### config.mk
export PLATFORM = sky130hd
export DESIGN_NAME = debounce_timer_arbiter
export DESIGN_NICKNAME = d
export VERILOG_FILES = /design/src/rtl/deb_pkg.sv /design/src/rtl/rr_selector.sv /design/src/rtl/debounce_timer_arbiter.sv
export SDC_FILE = /design/constraint.sdc
export NUM_CORES = 1
export LEC_CHECK = 0
export BUFFER_PORTS_ARGS = -buffer_cell sky130_fd_sc_hd__buf_4
export CORE_MARGIN = 2
export CORE_UTILIZATION = 61
export DETAILED_ROUTE_END_ITERATION = 7
export GPL_TIMING_DRIVEN = 0
export PLACE_DENSITY = 0.84
export SYNTH_ARGS = -nofsm -noshare
export SYNTH_HDL_FRONTEND = slang
export SYNTH_SLANG_ARGS = --single-unit
### constraint.sdc
create_clock -name Clk -period 3.4 [get_ports Clk]
set_input_delay 0.17 -clock Clk [delete_from_list [all_inputs] [get_ports Clk]]
set_output_delay 0.17 -clock Clk [all_outputs]
set_load 0.005 [all_outputs]
### src/rtl/deb_pkg.sv
// Shared definitions for the debounce interval timer arbiter: FSM encoding,
// the nominal 300 ms interval and default widths.
package deb_pkg;

  typedef enum logic [1:0] {
    IDLE  = 2'd0,
    COUNT = 2'd1,
    DONE  = 2'd2
  } deb_state_e;

  // 300 ms at 50 MHz
  localparam int DEB_COUNT_300MS = 15000000;
  localparam int DEB_CNT_W       = 24;

  // Index width that stays legal for a single requester.
  function automatic int deb_idx_w(input int n);
    return (n > 1) ? $clog2(n) : 1;
  endfunction

endpackage

### src/rtl/rr_selector.sv
// Combinational round-robin pick: first set req bit strictly after pointer,
// wrapping around, returned as one-hot, index and an any-request flag.
module rr_selector
  import deb_pkg::*;
#(
  parameter int N_REQ = 4,
  parameter int IDX_W = deb_idx_w(N_REQ)
) (
  input  logic [N_REQ-1:0] req,
  input  logic [IDX_W-1:0] pointer,
  output logic [N_REQ-1:0] sel,
  output logic [IDX_W-1:0] index,
  output logic             any
);

  logic [IDX_W-1:0] cand;

  always_comb begin
    sel   = '0;
    index = '0;
    any   = 1'b0;
    cand  = '0;
    // i = N_REQ lands on the pointer itself, so it has lowest priority
    for (int i = 1; i <= N_REQ; i++) begin
      cand = IDX_W'((int'(pointer) + i) % N_REQ);
      if (!any && req[cand]) begin
        any       = 1'b1;
        sel[cand] = 1'b1;
        index     = cand;
      end
    end
  end

endmodule

### src/rtl/debounce_timer_arbiter.sv
// One long interval counter shared round-robin among N_REQ debouncers; the
// granted requester gets a one-cycle done pulse when its interval expires.
module debounce_timer_arbiter
  import deb_pkg::*;
#(
  parameter int N_REQ     = 4,
  parameter int COUNT_MAX = DEB_COUNT_300MS,
  parameter int CNT_W     = DEB_CNT_W
) (
  input  logic             Clk,
  input  logic             Rst_n,
  input  logic [N_REQ-1:0] req,
  output logic [N_REQ-1:0] done,
  output logic [N_REQ-1:0] grant,
  output logic             busy
);

  localparam int               IDX_W    = deb_idx_w(N_REQ);
  localparam logic [CNT_W-1:0] CNT_LAST = CNT_W'(COUNT_MAX - 1);
  localparam logic [IDX_W-1:0] PTR_INIT = IDX_W'(N_REQ - 1);

  deb_state_e       state_q, state_d;
  logic [CNT_W-1:0] cnt_q, cnt_d;
  logic [N_REQ-1:0] grant_q, grant_d;
  logic [N_REQ-1:0] done_q, done_d;
  logic             busy_q, busy_d;
  logic [IDX_W-1:0] ptr_q, ptr_d;
  logic [IDX_W-1:0] gidx_q, gidx_d;

  logic [N_REQ-1:0] rr_sel;
  logic [IDX_W-1:0] rr_idx;
  logic             rr_any;

  rr_selector #(
    .N_REQ (N_REQ),
    .IDX_W (IDX_W)
  ) u_rr_selector (
    .req     (req),
    .pointer (ptr_q),
    .sel     (rr_sel),
    .index   (rr_idx),
    .any     (rr_any)
  );

  always_ff @(posedge Clk or negedge Rst_n) begin
    if (!Rst_n) begin
      state_q <= IDLE;
      cnt_q   <= '0;
      grant_q <= '0;
      done_q  <= '0;
      busy_q  <= 1'b0;
      ptr_q   <= PTR_INIT;
      gidx_q  <= '0;
    end else begin
      state_q <= state_d;
      cnt_q   <= cnt_d;
      grant_q <= grant_d;
      done_q  <= done_d;
      busy_q  <= busy_d;
      ptr_q   <= ptr_d;
      gidx_q  <= gidx_d;
    end
  end

  always_comb begin
    state_d = state_q;
    cnt_d   = cnt_q;
    grant_d = grant_q;
    done_d  = '0;
    busy_d  = busy_q;
    ptr_d   = ptr_q;
    gidx_d  = gidx_q;

    unique case (state_q)
      IDLE: begin
        if (rr_any) begin
          grant_d = rr_sel;
          gidx_d  = rr_idx;
          cnt_d   = '0;
          busy_d  = 1'b1;
          state_d = COUNT;
        end
      end

      COUNT: begin
        // Abandoning the request beats expiry, even on the terminal edge
        if (!req[gidx_q]) begin
          grant_d = '0;
          busy_d  = 1'b0;
          cnt_d   = '0;
          state_d = IDLE;
        end else if (cnt_q == CNT_LAST) begin
          done_d  = grant_q;
          state_d = DONE;
        end else begin
          cnt_d = cnt_q + 1'b1;
        end
      end

      DONE: begin
        grant_d = '0;
        busy_d  = 1'b0;
        cnt_d   = '0;
        ptr_d   = gidx_q;
        state_d = IDLE;
      end

      default: begin
        grant_d = '0;
        busy_d  = 1'b0;
        cnt_d   = '0;
        state_d = IDLE;
      end
    endcase
  end

  assign grant = grant_q;
  assign done  = done_q;
  assign busy  = busy_q;

endmodule

==> flow_metrics.py <==
metrics = {
    "cells_and_area": {
        "fin_area_mm2": 0.00291,
        "layout-drive-gt1-share_pct": 17.8,
        "diodes": 0,
        "syn_to_final_growth_pct": 11.3,
        "nets": 328,
    },
    "critical_path": {
        "cp.required_ps": 3580,
        "critPathLaunch": "ptr_q[0]",
        "timing.rr.end": "grant[2]",
        "critPathLaunchType": "register",
        "crit_top_cell": "buf_6",
        "cpMaxStageDelayCell": "dfstp_2",
        "r2r-start": "ptr_q[0]",
        "path_delay_family": "buffers and inverters",
        "max_stage_delay_ps": 590,
        "path_class": "reg -> reg",
        "cp.arrival_ps": 3180,
        "cp_max_fo": 10,
        "reg2reg_setup_slack_ps": 400,
        "path_cells": "buf_6 > buf_2 > inv_1 > ha_1 > buf_6 > mux4_2 > nor2b_4 > a221oi_1 > nor3_1 > a221o_1",
        "endpoint_kind": "register",
        "path_buf_inv": 4,
        "ff2ff_path_depth": 10,
    },
    "sta": {
        "post-route-min-period_ps": 3000,
        "rsz0062_at_grt": "no",
        "fmax_ghz": 0.334,
        "drv_slew": 0,
        "finalSetupViolCount": 0,
        "setup_tns_ps": 0,
        "tightest_slew_ps": 659,
        "clock_skew_ps": 6.60,
        "max_slew_margin_pct": 55.7,
        "fin_crit_sh_pct": 88.2,
        "hold_viol": 0,
    },
    "synth": {
        "yosys_warnings": 0,
        "ys_seq_area_share_pct": 37.5,
        "async_reset_ff_share_pct": 100,
        "synth_edf_count": 0,
        "mappedNetlistNets": 306,
        "synth_area_mm2": 0.00261,
        "synth_top_flop_cell": "dfrtp_1",
        "syn_area_per_cell_um2": 8.97,
        "synth-seq-cells": 39,
        "syn-instance-count": 291,
        "synth.distinct_cells": 55,
    },
    "hold_path": {
        "hp-class": "in -> reg",
        "whs_path_depth": 5,
        "holdPathEnd": "gidx_q[0]",
        "hold_path.startpoint": "req[2]",
    },
    "power": {
        "p_leak_uw": 0.00124,
        "vdd_drop_max_uv": 225,
        "power_density_mw_per_mm2": 482,
    },
    "global_routing": {
        "antenna_found_initial": 0,
        "grtUsageTotal_pct": 26.8,
        "grt_overflow": 0,
        "use_met3_pct": 4.80,
        "grt_pass1_vias": 2212,
        "use_met2_pct": 40.1,
        "global_route.usage.met1_pct": 39.6,
        "grt_max_degree": 40,
        "grt_busiest_layer": "met2",
        "grt_pass1_wl_um": 10500,
    },
    "floorplanning": {
        "core_region_area_mm2": 0.00406,
        "die_y_um": 69.4,
        "io_pins": 15,
        "rows": 23,
        "initial_utilization_pct": 64.3,
        "die_x_um": 69.4,
        "die_area_mm2": 0.00482,
    },
    "place": {
        "io_buffers": 14,
        "placed_area_mm2": 0.00278,
        "place_congestion": 0.931,
        "hpwl_um": 4280,
    },
    "clocking": {
        "cts_buffers": 5,
        "cts.sinks": 39,
        "cts_tree": "done",
        "root_buffer": "clkbuf_8",
        "ctsResizeCount": 0,
        "cts_buffer_depth": 2,
        "clk_pin_slew_worst_paths_ps": 80,
        "ctsHtreeMaxLevel": 2,
        "clk_latency_ps": 300,
    },
    "detailed_routing": {
        "routed_via_density": 6.53,
        "drt_iter0_drc": 275,
        "ant_nets": 0,
        "routedWlPerCell_um": 16.8,
        "vias": 2376,
        "drcViolationCount": 0,
        "drtPass1Iterations": 5,
        "wl_um": 6120,
    },
    "flow_run": {
        "drv_cap": 0,
    },
    "status": {
        "status": "completed",
    },
}
metal layers:
metal | vias to the layer above | wire length [um]
met4 | 0 | 69
met1 | 1140 | 2760
met3 | 9 | 453
met2 | 97 | 2840
met5 | - | 0
li1 | 1130 | -
sequential cells by signal, indices dropped and copies added (netlist names):
signal   flops
cnt_q       24
done         4
grant        4
gidx_q       2
ptr_q        2
state_q      2
busy         1
cell usage after synthesis, types with 2 or more instances:
master / n / share of area [%]
dfrtp_1: 37 / 35
nand2_1: 36 / 5.2
o21ai_1: 22 / 4.2
nand3_1: 14 / 2.7
nor2_1: 14 / 2.0
buf_2: 12 / 2.3
a21oi_1: 11 / 2.1
nand4_1: 11 / 2.6
a31oi_1: 9 / 2.2
ha_1: 9 / 4.3
nor3_1: 9 / 1.7
o21ai_0: 9 / 1.7
inv_1: 8 / 1.2
nor2b_1: 7 / 1.7
and2_1: 5 / 1.2
nor4b_1: 5 / 1.7
a221o_1: 4 / 1.5
a221oi_1: 4 / 1.3
clkbuf_1: 4 / 0.58
mux4_2: 4 / 3.5
nor4_2: 4 / 1.9
and3_1: 3 / 0.72
buf_6: 3 / 1.3
mux2i_1: 3 / 1.2
o211ai_1: 3 / 0.86
o31ai_1: 3 / 0.86
a41oi_1: 2 / 0.67
and3b_1: 2 / 0.67
buf_4: 2 / 0.58
dfstp_2: 2 / 2.0
nand2b_1: 2 / 0.48
nor4_1: 2 / 0.48
nor4bb_1: 2 / 0.77
o41ai_1: 2 / 0.67
or3_1: 2 / 0.48
repair_timing:
| item | in CTS | in global routing |
|---|---|---|
| buffers inserted | 0 | 0 |
| hold buffers | 1 | 0 |
| hold endpoints to repair | 37 | 0 |
| setup endpoints to repair | 0 | 0 |
cells by family after synthesis:
group | share of synthesized area [%]
simple gates | 29.3
compound gates | 18.4
flops | 37.5
buf+inv | 5.90
fa+ha+maj | 4.31
mux | 4.60
per-stage QoR:
stage | utilization [%] | setup slack [ps] | std cells | total power, uW | hold slack (ps)
floorplan | - | 716 | 291 | 853 | -126
global placement | 68.5 | 473 | 355 | 984 | 165
finish | 71.6 | 402 | 364 | 1400 | 364
global route | 71.6 | 236 | 364 | 1480 | 409
detailed placement | 68.5 | 437 | 355 | 993 | 167
CTS | 71.6 | 402 | 364 | 1400 | 353
worst max path at each step:
stage	to	slack (ps)	depth (start not counted)
after floorplan	grant[0]	720	10
after global placement	grant[2]	470	10
after detailed placement	grant[2]	440	10
after CTS	grant[2]	400	10
after global routing	grant[1]	240	10
final	grant[2]	400	10
placed cells by master, fill, tap and decap left out, types with 4 or more instances in the layout:
cell type  count
nor3_1         9
mux4_2         4
o21ai_0        9
dfrtp_1       37
a21oi_1       11
buf_4         16
ha_1           9
a31oi_1        9
nor2_1        14
nor4_2         4
o21ai_1       22
inv_1          8
and2_1         5
a221oi_1       4
clkbuf_8       6
a221o_1        4
nand2_1       36
nor4b_1        5
nand3_1       14
clkbuf_1       4
nand4_1       11
buf_2         12
nor2b_1        7
area by class of cell:
type	count	area (um2)
Inverter	8	30.0
Sequential cell	39	978
Tap cell	50	62.6
Fill cell	308	1150
Timing Repair Buffer	15	115
Clock inverter	2	35.0
Clock buffer	6	82.6
Buffer	21	124
Multi-Input combinational cell	223	1480
worst min-delay path: stages:
cell	delay [ps]
buf_4	110
buf_6	130
a2111oi_0	90
o21ai_1	70
o21ai_1	60
power by group:
group / total [uW] / internal [uW] / switching, uW
registers: 568 / 516 / 52.3
logic: 428 / 168 / 260
clock network: 404 / 237 / 167
Power figures use the tool's default switching activity.
